--- config.mk ---
export PLATFORM = sky130hd
export DESIGN_NAME = baud_tick_gen
export DESIGN_NICKNAME = d
export VERILOG_FILES = /design/src/rtl/baud_tick_gen.sv
export SDC_FILE = /design/constraint.sdc
export NUM_CORES = 1
export LEC_CHECK = 0
export CORE_ASPECT_RATIO = 1.2
export CORE_MARGIN = 2
export CORE_UTILIZATION = 65
export DETAILED_ROUTE_END_ITERATION = 10
export DONT_BUFFER_PORTS = 1
export HOLD_SLACK_MARGIN = 0.08
export PLACE_DENSITY = 0.81
export SETUP_SLACK_MARGIN = 0.05
export SLEW_MARGIN = 30
export SYNTH_ARGS = -nofsm -noshare
export SYNTH_HDL_FRONTEND = slang
export SYNTH_SLANG_ARGS = --single-unit
--- constraint.sdc ---
create_clock -name clk -period 8.9 [get_ports clk]
set_clock_uncertainty 0.05 [all_clocks]
set_input_delay 1.78 -clock clk [delete_from_list [all_inputs] [get_ports clk]]
set_output_delay 1.78 -clock clk [all_outputs]
set_load 0.05 [all_outputs]
--- src/rtl/baud_tick_gen.sv ---
// Integer+fractional baud timing: oversample tick, bit tick and a bit-rate square wave.
// Ticks decode combinationally from the prescale counter; no backpressure, divisor changes land on bit boundaries.
module baud_tick_gen #(
   parameter int DIV_W       = 16,
   parameter int FRAC_W      = 4,
   parameter int OVERSAMPLE  = 16,
   parameter int DEFAULT_DIV = 326
) (
   input  logic              clk,
   input  logic              reset,
   input  logic              en,
   input  logic [DIV_W-1:0]  div_int,
   input  logic [FRAC_W-1:0] div_frac,
   input  logic              div_load,
   output logic              div_pending,
   output logic              div_err,
   output logic              rx_tick,
   output logic              tx_tick,
   output logic              baud_clk
);

   localparam int OS_W = $clog2(OVERSAMPLE);

   typedef struct packed {
      logic [DIV_W-1:0]  whole;
      logic [FRAC_W-1:0] frac;
   } div_t;

   div_t              div_act;
   div_t              div_shd;
   div_t              load_dat;
   logic [DIV_W:0]    cnt;
   logic [DIV_W:0]    period;
   logic [FRAC_W-1:0] acc;
   logic              carry;
   logic [FRAC_W:0]   acc_sum;
   logic [OS_W-1:0]   os_cnt;
   logic [OS_W-1:0]   os_nxt;
   logic              apply;

   // One extra counter bit so a maximal divisor plus carry still fits.
   assign period  = {1'b0, div_act.whole} + (DIV_W+1)'(carry);
   assign acc_sum = {1'b0, acc} + {1'b0, div_act.frac};

   // Gating with reset keeps a period cut short by reset from emitting a tick.
   assign rx_tick = reset && en && (cnt == period - (DIV_W+1)'(1));
   assign tx_tick = rx_tick && (os_cnt == OS_W'(OVERSAMPLE - 1));

   // Idle generator has no bit in flight, so a pending divisor can go in at once.
   assign apply = div_pending && (tx_tick || !en);

   always_comb begin
      load_dat.whole = div_int;
      load_dat.frac  = div_frac;
      if (div_int < DIV_W'(2)) begin
         load_dat.whole = DIV_W'(2);
      end
   end

   always_comb begin
      os_nxt = os_cnt;
      if (!en) begin
         os_nxt = '0;
      end else if (rx_tick) begin
         os_nxt = os_cnt + OS_W'(1);
      end
   end

   always_ff @(posedge clk) begin
      if (!reset) begin
         cnt      <= '0;
         acc      <= '0;
         carry    <= 1'b0;
         os_cnt   <= '0;
         baud_clk <= 1'b0;
      end else begin
         if (!en) begin
            cnt   <= '0;
            acc   <= '0;
            carry <= 1'b0;
         end else if (rx_tick) begin
            cnt          <= '0;
            {carry, acc} <= acc_sum;
         end else begin
            cnt <= cnt + (DIV_W+1)'(1);
         end
         // A freshly applied divisor starts its fractional sequence from zero.
         if (apply) begin
            acc   <= '0;
            carry <= 1'b0;
         end
         os_cnt   <= os_nxt;
         baud_clk <= ~os_nxt[OS_W-1];
      end
   end

   always_ff @(posedge clk) begin
      if (!reset) begin
         div_act.whole <= DIV_W'(DEFAULT_DIV);
         div_act.frac  <= '0;
         div_shd       <= '0;
         div_pending   <= 1'b0;
         div_err       <= 1'b0;
      end else begin
         if (apply) begin
            div_act <= div_shd;
         end
         // A load coinciding with an apply survives as the next pending value.
         if (div_load) begin
            div_shd     <= load_dat;
            div_pending <= 1'b1;
            div_err     <= (div_int < DIV_W'(2));
         end else if (apply) begin
            div_pending <= 1'b0;
         end
      end
   end

endmodule

==> results of run 1 <==
-- through the flow --
stage | instances | cell area [um^2] | total power, mW | worst slack, ns | hold slack (ns)
floorplan | 401 | 3522 | 0.3690 | 3.580 | 0.3784
global placement | 440 | 3483 | 0.3682 | 3.886 | 0.3931
detailed placement | 440 | 3483 | 0.3699 | 3.776 | 0.3991
CTS | 456 | 3682 | 0.6230 | 3.380 | 0.4077
global route | 456 | 3682 | 0.6404 | 3.066 | 0.4261
finish | 456 | 3682 | 0.6204 | 3.317 | 0.4079
-- Yosys cell counts (2+ instances only) --
cell                        instances
sky130_fd_sc_hd__nand4_1            3
sky130_fd_sc_hd__clkbuf_1          13
sky130_fd_sc_hd__o21a_1             2
sky130_fd_sc_hd__nor4b_1            3
sky130_fd_sc_hd__xor2_1            13
sky130_fd_sc_hd__nor2_1            38
sky130_fd_sc_hd__buf_2              4
sky130_fd_sc_hd__nor3_1            12
sky130_fd_sc_hd__a41oi_1            2
sky130_fd_sc_hd__nand3_1           30
sky130_fd_sc_hd__or3_1              2
sky130_fd_sc_hd__nor3b_1            3
sky130_fd_sc_hd__nor4_1             6
sky130_fd_sc_hd__o2111ai_1          2
sky130_fd_sc_hd__inv_1             13
sky130_fd_sc_hd__o21ai_0           12
sky130_fd_sc_hd__mux2_4             2
sky130_fd_sc_hd__a22oi_1            5
sky130_fd_sc_hd__a21oi_1            4
sky130_fd_sc_hd__nor3_2             3
sky130_fd_sc_hd__nand3_2            2
sky130_fd_sc_hd__o21ai_1           12
sky130_fd_sc_hd__nor2b_1           22
sky130_fd_sc_hd__and3_1             5
sky130_fd_sc_hd__a21o_1             3
sky130_fd_sc_hd__nand2b_1           3
sky130_fd_sc_hd__o211ai_1           2
sky130_fd_sc_hd__ha_1               8
sky130_fd_sc_hd__nor4bb_1           2
sky130_fd_sc_hd__dfxtp_1           69
sky130_fd_sc_hd__xnor2_1           23
sky130_fd_sc_hd__buf_4              3
sky130_fd_sc_hd__mux2i_1           21
sky130_fd_sc_hd__buf_6              3
sky130_fd_sc_hd__nand2_1           30
-- worst max-delay path, delay by kind of cell (launching register included) --
family,cells,cell delay (ns)
flops,1,0.32
fa+ha+maj,2,0.49
compound gates,2,0.52
buf+inv,1,0.06
xor+xnor,1,0.13
simple gates,4,1.89
-- flip-flops by register name (all words and copies together), names as in the netlist --
signal	count
div_shd	20
div_act	20
carry	1
div_pending	1
div_err	1
acc	4
baud_clk	1
os_cnt	4
cnt	17
-- layout make-up --
type | instances | area, um^2
Clock buffer | 10 | 127.6
Clock inverter | 6 | 71.32
Fill cell | 407 | 1579
Inverter | 13 | 48.80
Multi-Input combinational cell | 295 | 1968
Sequential cell | 69 | 1381
Tap cell | 62 | 77.57
Timing Repair Buffer | 1 | 7.507
-- per-layer routing --
metal,vias to the layer above,share of wire
met5,-,0
met4,0,0.027
met3,15,0.053
met2,91,0.48
met1,1311,0.44
li1,1372,-
-- power by group through the flow --
stage | Combinational, mW | Sequential [mW] | Clock (mW)
2_1_floorplan | 0.0372 | 0.332 | 0
5_1_grt | 0.0392 | 0.329 | 0.272
6_report | 0.0354 | 0.328 | 0.257
3_3_place_gp | 0.0338 | 0.334 | 0
4_1_cts | 0.0353 | 0.328 | 0.260
3_5_place_dp | 0.0351 | 0.335 | 0
-- worst min path at each step --
stage | start | endpoint | slack (ns) | cells past startpoint
3_3_place_gp | div_act[4] | div_act[4] | 0.39 | 2
6_report | div_shd[14] | div_act[14] | 0.41 | 2
4_1_cts | div_shd[14] | div_act[14] | 0.41 | 2
3_5_place_dp | div_shd[3] | div_act[3] | 0.40 | 2
5_1_grt | div_shd[0] | div_act[0] | 0.43 | 2
2_1_floorplan | div_act[4] | div_act[4] | 0.38 | 2
-- cells by family (layout without fill, tap and decap cells) --
kind of cell / count (synthesis) / after routing / synth area share
and+or+nand+nor: 172 / 172 / 0.2622
DFF: 69 / 69 / 0.3922
AOI/OAI and AO/OA: 55 / 55 / 0.1034
buffers and inverters: 37 / 30 / 0.05044
xor gates and xnor gates: 36 / 36 / 0.08952
muxes: 23 / 23 / 0.06821
adders and majority gates: 9 / 9 / 0.03410
==> metrics.cfg, run 1 <==
[sta]
fin_tns_setup_ns=0
maxSlewViolCount=0
maxClockFrequency_ghz=0.1791
grt_setup_unrepaired=no
post-route-min-period_ns=5.583
final-setup-viol-count=0
worst_pin_slew_ns=0.8981
timing.max_slew.rel_slack=0.3990
fin_crit_sh=0.6273
hold_violations=0

[placement]
placement.io_buffers=0
post-dp-hpwl_mm=4.859
place.gp.congestion=0.8674

[cells_and_area]
final_core_util=0.6999
layout.cells.most_common_list=69 x sky130_fd_sc_hd__dfxtp_1, 38 x sky130_fd_sc_hd__nor2_1, 30 x sky130_fd_sc_hd__nand2_1, 30 x sky130_fd_sc_hd__nand3_1, 23 x sky130_fd_sc_hd__xnor2_1
mostFrequentLayoutCell=sky130_fd_sc_hd__dfxtp_1
drive_gt1_frac=0.07614
fin_nets=422
syn2layout_area_growth_pct=4.547
antenna_cells_inserted=0

[floorplan]
start_util=0.6694
design.portCount=29
core-area_um2=5261
die_area_um2=6026
dieWidth_um=71.20
rows=29
die_y_um=84.64

[setup_path]
worst_r2r_endpoint=div_act[6]
crit_arrival_ns=3.75
required_ns=7.07
timing.critical_path.from=div_act[4]
critical_path.slowest_cell=sky130_fd_sc_hd__nor3b_2
type_of_the_setup_path_with_the_least_slack=register to output port
crit_path_cell_trace=inv_1 > ha_1 > ha_1 > nor4b_4 > xnor2_1 > nor4b_1 > o21ai_0 > a32oi_2 > nand3_2 > nor3b_2
timing.rr.start=div_act[4]
timing.critical_path.from_type=register
worstRegToRegCells=12
crit_top_cell=sky130_fd_sc_hd__ha_1
worstPathMaxFanout=10
cp-endpoint=tx_tick
critPathCaptureType=output port
timing.critical_path.slowest_cell_delay_ns=0.81
setup.reg_to_reg.worst_slack_ns=5.35

[drt]
drt_iter0_markers=166
firstDrtPassIters=4
postRouteWirelength_mm=7.012
detail_route.wl_per_cell_um=15.38
avgViaCountPerCell=6.116
routed-via-count=2789
route.antenna.remaining_nets=0
drc=0

[global_routing]
grt_total_usage=0.2420
groute.layer.met2.usage=0.3872
initial_antenna_violation_count=0
wire_length_of_the_first_global_routing_pass_mm=11.72
met3_usage=0.04562
grt-ovfl-total=0
use_met1=0.3078
gr-max-usage-layer=met2
grt_pass1_vias=2560
grt_max_degree=63

[power]
internal_power_uw=465.7
power.share.clock=0.414
pwr-share-seq=0.529
power_density_nw_per_um2=168.5
power.combinational.fraction=0.057
ir_worst_vdd_mv=0.1538
power.leakage_nw=1.346
power.switching_fraction=0.2493
net-switching-power_uw=154.7

[clock_tree]
cts_setup_buffers=0
cts_htree_levels=3
cts_hold_buffers=0
clock_tree.buffer_depth=2
tritoncts=done
tritoncts_sink_count=69
post_cts.resized_instances=0
numCtsBuffers=9
cts.clk_slew.worst_paths_ns=0.08
ctsRootBufferMaster=sky130_fd_sc_hd__clkbuf_8
clk_latency_ns=0.35

[logic_synthesis]
yosysWarnings=0
ys_top_cells_by_area=sky130_fd_sc_hd__dfxtp_1 39%, sky130_fd_sc_hd__mux2i_1 6.0%, sky130_fd_sc_hd__xnor2_1 5.7%
postSynthAreaPerCell_um2=8.783
postSynthNetCount=434
synth-seq-cells=69
synth_ff_type=sky130_fd_sc_hd__dfxtp_1
syn_area_um2=3522
synth_top_area_frac=0.3922
synthDominantAreaCellType=sky130_fd_sc_hd__dfxtp_1
synth_enable_flop_cells=0
ys_types=56
synth_async_sr_flop_share=0
synth_cells=401
synth_seq_area_share=0.3922

[flow_run]
drv_cap=0

[status]
status=finished, final reports clean

[worst_hold_path]
hold_path.class=register to register

Power figures use the tool's default switching activity.
==> inputs of run 2 (changes only) <==
- CORE_UTILIZATION: 65 -> 63
- PLACE_DENSITY: 0.81 -> 0.79
- clock period: 8.9 -> 5.8 ns (I/O delays scaled with it)
==> run 2 against run 1 <==
Effect of this change: clock power increased by 47%; non-clock buffer count unchanged; count of clock-buffer cells in the layout decreased by 1; die area increased by 3.0%; hold slack improved by 0.0036 ns; critical path type unchanged.
==> metrics.cfg, run 2 (synthesized netlist as in run 1, its figures left out) <==
[clock_tree]
tritoncts_sink_count=69  ; unchanged
cts_setup_buffers=0  ; unchanged
ctsRootBufferMaster=sky130_fd_sc_hd__clkbuf_8  ; unchanged
post_cts.resized_instances=0  ; unchanged
cts_hold_buffers=0  ; unchanged
cts.clk_slew.worst_paths_ns=0.07  ; was 0.08 ns
cts_htree_levels=3  ; unchanged
tritoncts=done  ; unchanged
numCtsBuffers=9  ; unchanged
clock_tree.buffer_depth=2  ; unchanged
clk_latency_ns=0.34  ; was 0.35 ns

[setup_path]
critPathCaptureType=output port  ; unchanged
required_ns=4.59  ; was 7.07 ns
timing.rr.start=div_act[4]  ; unchanged
timing.critical_path.from_type=register  ; unchanged
timing.critical_path.from=div_act[4]  ; unchanged
crit_arrival_ns=3.64  ; was 3.75 ns
worstPathMaxFanout=10  ; unchanged
type_of_the_setup_path_with_the_least_slack=register to output port  ; unchanged

[status]
status=finished, final reports clean  ; unchanged

[cells_and_area]
antenna_cells_inserted=0  ; unchanged
syn2layout_area_growth_pct=4.298  ; was 4.547%
biggestRegsByFlops=div_act x20, div_shd x20, cnt x17  ; unchanged
layout.cells.most_common_list=69 x sky130_fd_sc_hd__dfxtp_1, 38 x sky130_fd_sc_hd__nor2_1, 30 x sky130_fd_sc_hd__nand2_1, 30 x sky130_fd_sc_hd__nand3_1, 23 x sky130_fd_sc_hd__xnor2_1  ; unchanged
filler_cell_count=438  ; was 407
drive_gt1_frac=0.07888  ; was 0.07614
mostFrequentLayoutCell=sky130_fd_sc_hd__dfxtp_1  ; unchanged
fin_nets=422  ; unchanged

[global_routing]
grt_max_degree=63  ; unchanged
wire_length_of_the_first_global_routing_pass_mm=11.31  ; was 11.72 mm
grt_total_usage=0.2326  ; was 0.2420
grt_pass1_vias=2449  ; was 2560
grt-ovfl-total=0  ; unchanged
initial_antenna_violation_count=0  ; unchanged

[sta]
fin_crit_sh=0.8370
maxSlewViolCount=0  ; unchanged
timing.max_slew.rel_slack=0.3969  ; was 0.3990
final.hold.worst_slack_ns=0.4114  ; was 0.4079 ns
worst_pin_slew_ns=0.9013  ; was 0.8981 ns
fin_tns_setup_ns=0  ; unchanged
maxClockFrequency_ghz=0.2060
hold_violations=0  ; unchanged
final-setup-viol-count=0  ; unchanged
worst_slack_ns=0.9456  ; was 3.317 ns
post-route-min-period_ns=4.854
grt_setup_unrepaired=no  ; unchanged

[floorplan]
die_y_um=85.91  ; was 84.64 um
design.portCount=29  ; unchanged
dieWidth_um=72.26  ; was 71.20 um
core-area_um2=5334  ; was 5261 um^2
start_util=0.6603  ; was 0.6694
rows=29  ; unchanged
die_area_um2=6207  ; was 6026 um^2

[drt]
route.antenna.remaining_nets=0  ; unchanged
drt_iter0_markers=161  ; was 166
detail_route.wl_per_cell_um=14.72  ; was 15.38 um
routed-via-count=2644  ; was 2789
avgViaCountPerCell=5.811  ; was 6.116
firstDrtPassIters=4  ; unchanged
drc=0  ; unchanged
postRouteWirelength_mm=6.699  ; was 7.012 mm

[worst_hold_path]
hold_path.class=register to register  ; unchanged
hold_path.startpoint=div_act[3]  ; was div_shd[14]

[placement]
place.gp.congestion=0.8914  ; was 0.8674
post-dp-hpwl_mm=4.798  ; was 4.859 mm
dpl_worst_slack_ns=1.297  ; was 3.776 ns
placement.io_buffers=0  ; unchanged

[power]
power_density_nw_per_um2=254.7  ; was 168.5 nW/um^2
finalPower_uw=935.6  ; was 620.4 uW
power.leakage_nw=1.353  ; was 1.346 nW
ir_worst_vdd_mv=0.2099  ; was 0.1538 mV

[flow_run]
drv_cap=0  ; unchanged

run 2: cell types whose count changed in the layout (fill, tap and decap cells not counted), sizes merged:
cell      previous run  this run
clkbuf              10         9
clkinv               1         4
clkinvlp             2         1
inv                 15        13
run 2: routing by layer:
metal | part of all wire | wire length [um] | GRT usage | vias to the layer above
met3 | 0.040 | 268 | 0.05875 | 14
met1 | 0.49 | 3283 | 0.3171 | 1204
met5 | 0 | 0 | 0 | -
met2 | 0.44 | 2969 | 0.3428 | 54
met4 | 0.026 | 177 | 0.1098 | 0
li1 | - | - | - | 1372
run 2: report_power, final:
group          switching (mW)  total (mW)  internal (mW)
sequential             0.0155       0.503          0.487
clock                   0.183       0.379          0.196
combinational          0.0285      0.0538         0.0253
run 2: worst max-delay path: stages (launching register included):
cell                      delay (ns)
sky130_fd_sc_hd__dfxtp_1        0.32
sky130_fd_sc_hd__inv_1          0.05
sky130_fd_sc_hd__ha_1           0.18
sky130_fd_sc_hd__ha_1           0.32
sky130_fd_sc_hd__nor4b_4        0.40
sky130_fd_sc_hd__xnor2_1        0.12
sky130_fd_sc_hd__nor4b_1        0.28
sky130_fd_sc_hd__o21ai_0        0.15
sky130_fd_sc_hd__a32oi_2        0.34
sky130_fd_sc_hd__nand3_2        0.34
sky130_fd_sc_hd__nor2_1         0.80
run 2: worst paths after layout:
path / cells past startpoint / to / slack [ns]
min: 2 / div_act[3] / 0.41
min reg2reg: 2 / div_act[3] / 0.41
max reg2reg: 12 / div_act[1] / 2.21
max: 10 / rx_tick / 0.95
run 2: layout make-up:
cell class / instances / area, um^2 / area share
multi-input cells: 295 / 1969 / 0.5361
flip-flops and latches: 69 / 1381 / 0.3760
clock buffers: 9 / 123.9 / 0.03372
well taps: 62 / 77.57 / 0.02112
clock inverters: 6 / 65.06 / 0.01771
inverters: 13 / 48.80 / 0.01328
repair buffers: 1 / 7.507 / 0.002044
run 2: stage by stage:
step | cell area, um^2 | cells | utilization
global route | 3674 | 455 | 0.6887
global placement | 3483 | 440 | 0.6531
CTS | 3674 | 455 | 0.6887
floorplan | 3522 | 401 | -
detailed placement | 3485 | 440 | 0.6533
finish | 3674 | 455 | 0.6887
==> inputs of run 3 (changes only) <==
- CORE_UTILIZATION: 63 -> 57
- PLACE_DENSITY: 0.79 -> 0.75
- clock period: 5.8 -> 4.2 ns (I/O delays scaled with it)
==> run 3 against run 2 <==
Effect of this change: via count up 4.7%; largest power group unchanged; sequential share of layout area down 1.0 points; final cell count up 5.7%; highest routed layer unchanged; largest cell class unchanged; critical path type unchanged.
==> metrics.cfg, run 3 (synthesized netlist as in run 1, its figures left out) <==
[status]
status=finished, final reports clean  ; unchanged

[clock_tree]
clock_tree.buffer_depth=2  ; unchanged
clk_latency_ns=0.34  ; about the same
cts.clk_slew.worst_paths_ns=0.07  ; about the same
tritoncts_sink_count=69  ; unchanged
cts_hold_buffers=0  ; unchanged
tritoncts=done  ; unchanged
numCtsBuffers=9  ; unchanged
ctsRootBufferMaster=sky130_fd_sc_hd__clkbuf_8  ; unchanged
cts_htree_levels=3  ; unchanged

[placement]
placement.io_buffers=0  ; unchanged
place.gp.congestion=0.8831  ; was 0.8914
post-dp-hpwl_mm=5.024  ; was 4.798 mm

[cells_and_area]
mostFrequentLayoutCell=sky130_fd_sc_hd__dfxtp_1  ; unchanged
antenna_cells_inserted=0  ; unchanged
syn2layout_area_growth_pct=7.140  ; was 4.298%
final_core_util=0.6277  ; was 0.6887
biggestRegsByFlops=div_act x20, div_shd x20, cnt x17  ; unchanged
drive_gt1_frac=0.09273  ; was 0.07888
layout.cells.most_common_list=69 x sky130_fd_sc_hd__dfxtp_1, 38 x sky130_fd_sc_hd__nor2_1, 30 x sky130_fd_sc_hd__nand2_1, 30 x sky130_fd_sc_hd__nand3_1, 23 x sky130_fd_sc_hd__xnor2_1  ; unchanged
fin_nets=428  ; was 422

[sta]
post-route-min-period_ns=3.908
maxSlewViolCount=0  ; unchanged
fin_tns_setup_ns=0  ; unchanged
timing.max_slew.rel_slack=0.5872  ; was 0.3969
maxClockFrequency_ghz=0.2559
final-setup-viol-count=0  ; unchanged
grt_setup_unrepaired=no  ; unchanged
hold_violations=0  ; unchanged
worst_pin_slew_ns=0.6106  ; was 0.9013 ns
fin_crit_sh=0.9304

[global_routing]
grt-ovfl-total=0  ; unchanged
grt_pass1_vias=2803  ; was 2449
initial_antenna_violation_count=0  ; unchanged
gr-max-usage-layer=met2  ; unchanged
grt_total_usage=0.2326  ; about the same
grt_max_degree=63  ; unchanged
groute.layer.met2.usage=0.3427  ; was 0.3428
use_met1=0.3086  ; was 0.3171
wire_length_of_the_first_global_routing_pass_mm=12.49  ; was 11.31 mm
met3_usage=0.06278  ; was 0.05875

[worst_hold_path]
hold_path.class=register to register  ; unchanged

[setup_path]
timing.critical_path.slowest_cell_delay_ns=0.36  ; was 0.80 ns
timing.critical_path.buf_inv=2  ; was 1
critPathTopFamily=simple AND/OR/NAND/NOR gates  ; unchanged
crit_arrival_ns=3.02  ; was 3.64 ns
type_of_the_setup_path_with_the_least_slack=register to output port  ; unchanged
critPathCaptureType=output port  ; unchanged
worstPathMaxFanout=8  ; was 10
required_ns=3.31  ; was 4.59 ns
critical_path.slowest_cell=sky130_fd_sc_hd__nor4b_4  ; was sky130_fd_sc_hd__nor2_1
timing.critical_path.from_type=register  ; unchanged
crit_path_cell_trace=inv_1 > ha_1 > ha_2 > nor4b_4 > xnor2_1 > nor4b_1 > o21ai_0 > a32oi_2 > nand3_2 > nor3b_2 > buf_4  ; was inv_1 > ha_1 > ha_1 > nor4b_4 > xnor2_1 > nor4b_1 > o21ai_0 > a32oi_2 > nand3_2 > nor2_1

[drt]
firstDrtPassIters=4  ; unchanged
route.antenna.remaining_nets=0  ; unchanged
drc=0  ; unchanged
avgViaCountPerCell=5.753  ; was 5.811
drt_iter0_markers=122  ; was 161
postRouteWirelength_mm=7.124  ; was 6.699 mm
routed-via-count=2767  ; was 2644
detail_route.wl_per_cell_um=14.81  ; was 14.72 um

[floorplan]
die_area_um2=6827  ; was 6207 um^2
design.portCount=29  ; unchanged
rows=31  ; was 29
core-area_um2=6012  ; was 5334 um^2
dieWidth_um=75.76  ; was 72.26 um
start_util=0.5858  ; was 0.6603
die_y_um=90.11  ; was 85.91 um

[power]
power_density_nw_per_um2=360.5  ; was 254.7 nW/um^2
power.leakage_nw=1.385  ; was 1.353 nW
ir_worst_vdd_mv=0.2915  ; was 0.2099 mV

[flow_run]
drv_cap=0  ; unchanged

run 3: area by class of cell:
cell class / instances / area, um^2
inverters: 13 / 48.80
well taps: 82 / 102.6
fillers: 510 / 2238
repair buffers: 7 / 52.55
multi-input cells: 295 / 1976
clock inverters: 5 / 85.08
clock buffers: 10 / 127.6
flip-flops and latches: 69 / 1381
run 3: per-layer routing:
metal,part of all wire,vias up
met2,0.47,79
met3,0.047,15
met1,0.46,1291
met5,0,-
met4,0.026,0
li1,-,1382
run 3: timing repair:
item                       4_1_cts  5_1_grt
setup endpoints to repair        0        2
hold endpoints to repair         0        0
buffers inserted                 0        3
gates resized for setup          0        2
run 3: worst reg2reg max path, delay by kind of cell, from the launching register on:
| family | cells | cell delay [ns] |
|---|---|---|
| and+or+nand+nor | 4 | 1.13 |
| buffers and inverters | 3 | 0.62 |
| adders and majority gates | 2 | 0.46 |
| AOI/OAI and AO/OA | 2 | 0.42 |
| DFF | 1 | 0.32 |
| muxes | 1 | 0.25 |
| xor gates and xnor gates | 1 | 0.19 |
run 3: through the flow:
| step | setup slack (ns) | cell area, um^2 | power, mW | instances | hold WS, ns |
|---|---|---|---|---|---|
| floorplan | 0.4636 | 3527 | 0.7819 | 401 | 0.3784 |
| global placement | 0.7166 | 3531 | 0.7809 | 463 | 0.3921 |
| detailed placement | 0.5432 | 3531 | 0.7843 | 463 | 0.3999 |
| CTS | 0.1626 | 3744 | 1.368 | 478 | 0.4125 |
| global route | 0.02564 | 3774 | 1.413 | 481 | 0.4341 |
| finish | 0.2925 | 3774 | 1.360 | 481 | 0.4094 |
run 3: where the power goes:
part | switching, mW | internal, mW
clock network | 0.254 | 0.334
logic | 0.0408 | 0.0368
registers | 0.0219 | 0.673
total | 0.316 | 1.04
run 3: path summary, 6_finish.rpt:
check	depth (start not counted)	start	to	slack (ns)
max	11	div_act[4]	tx_tick	0.29
min	2	div_shd[1]	div_act[1]	0.41
max reg2reg	13	div_act[4]	div_act[6]	0.67
min reg2reg	2	div_shd[1]	div_act[1]	0.41
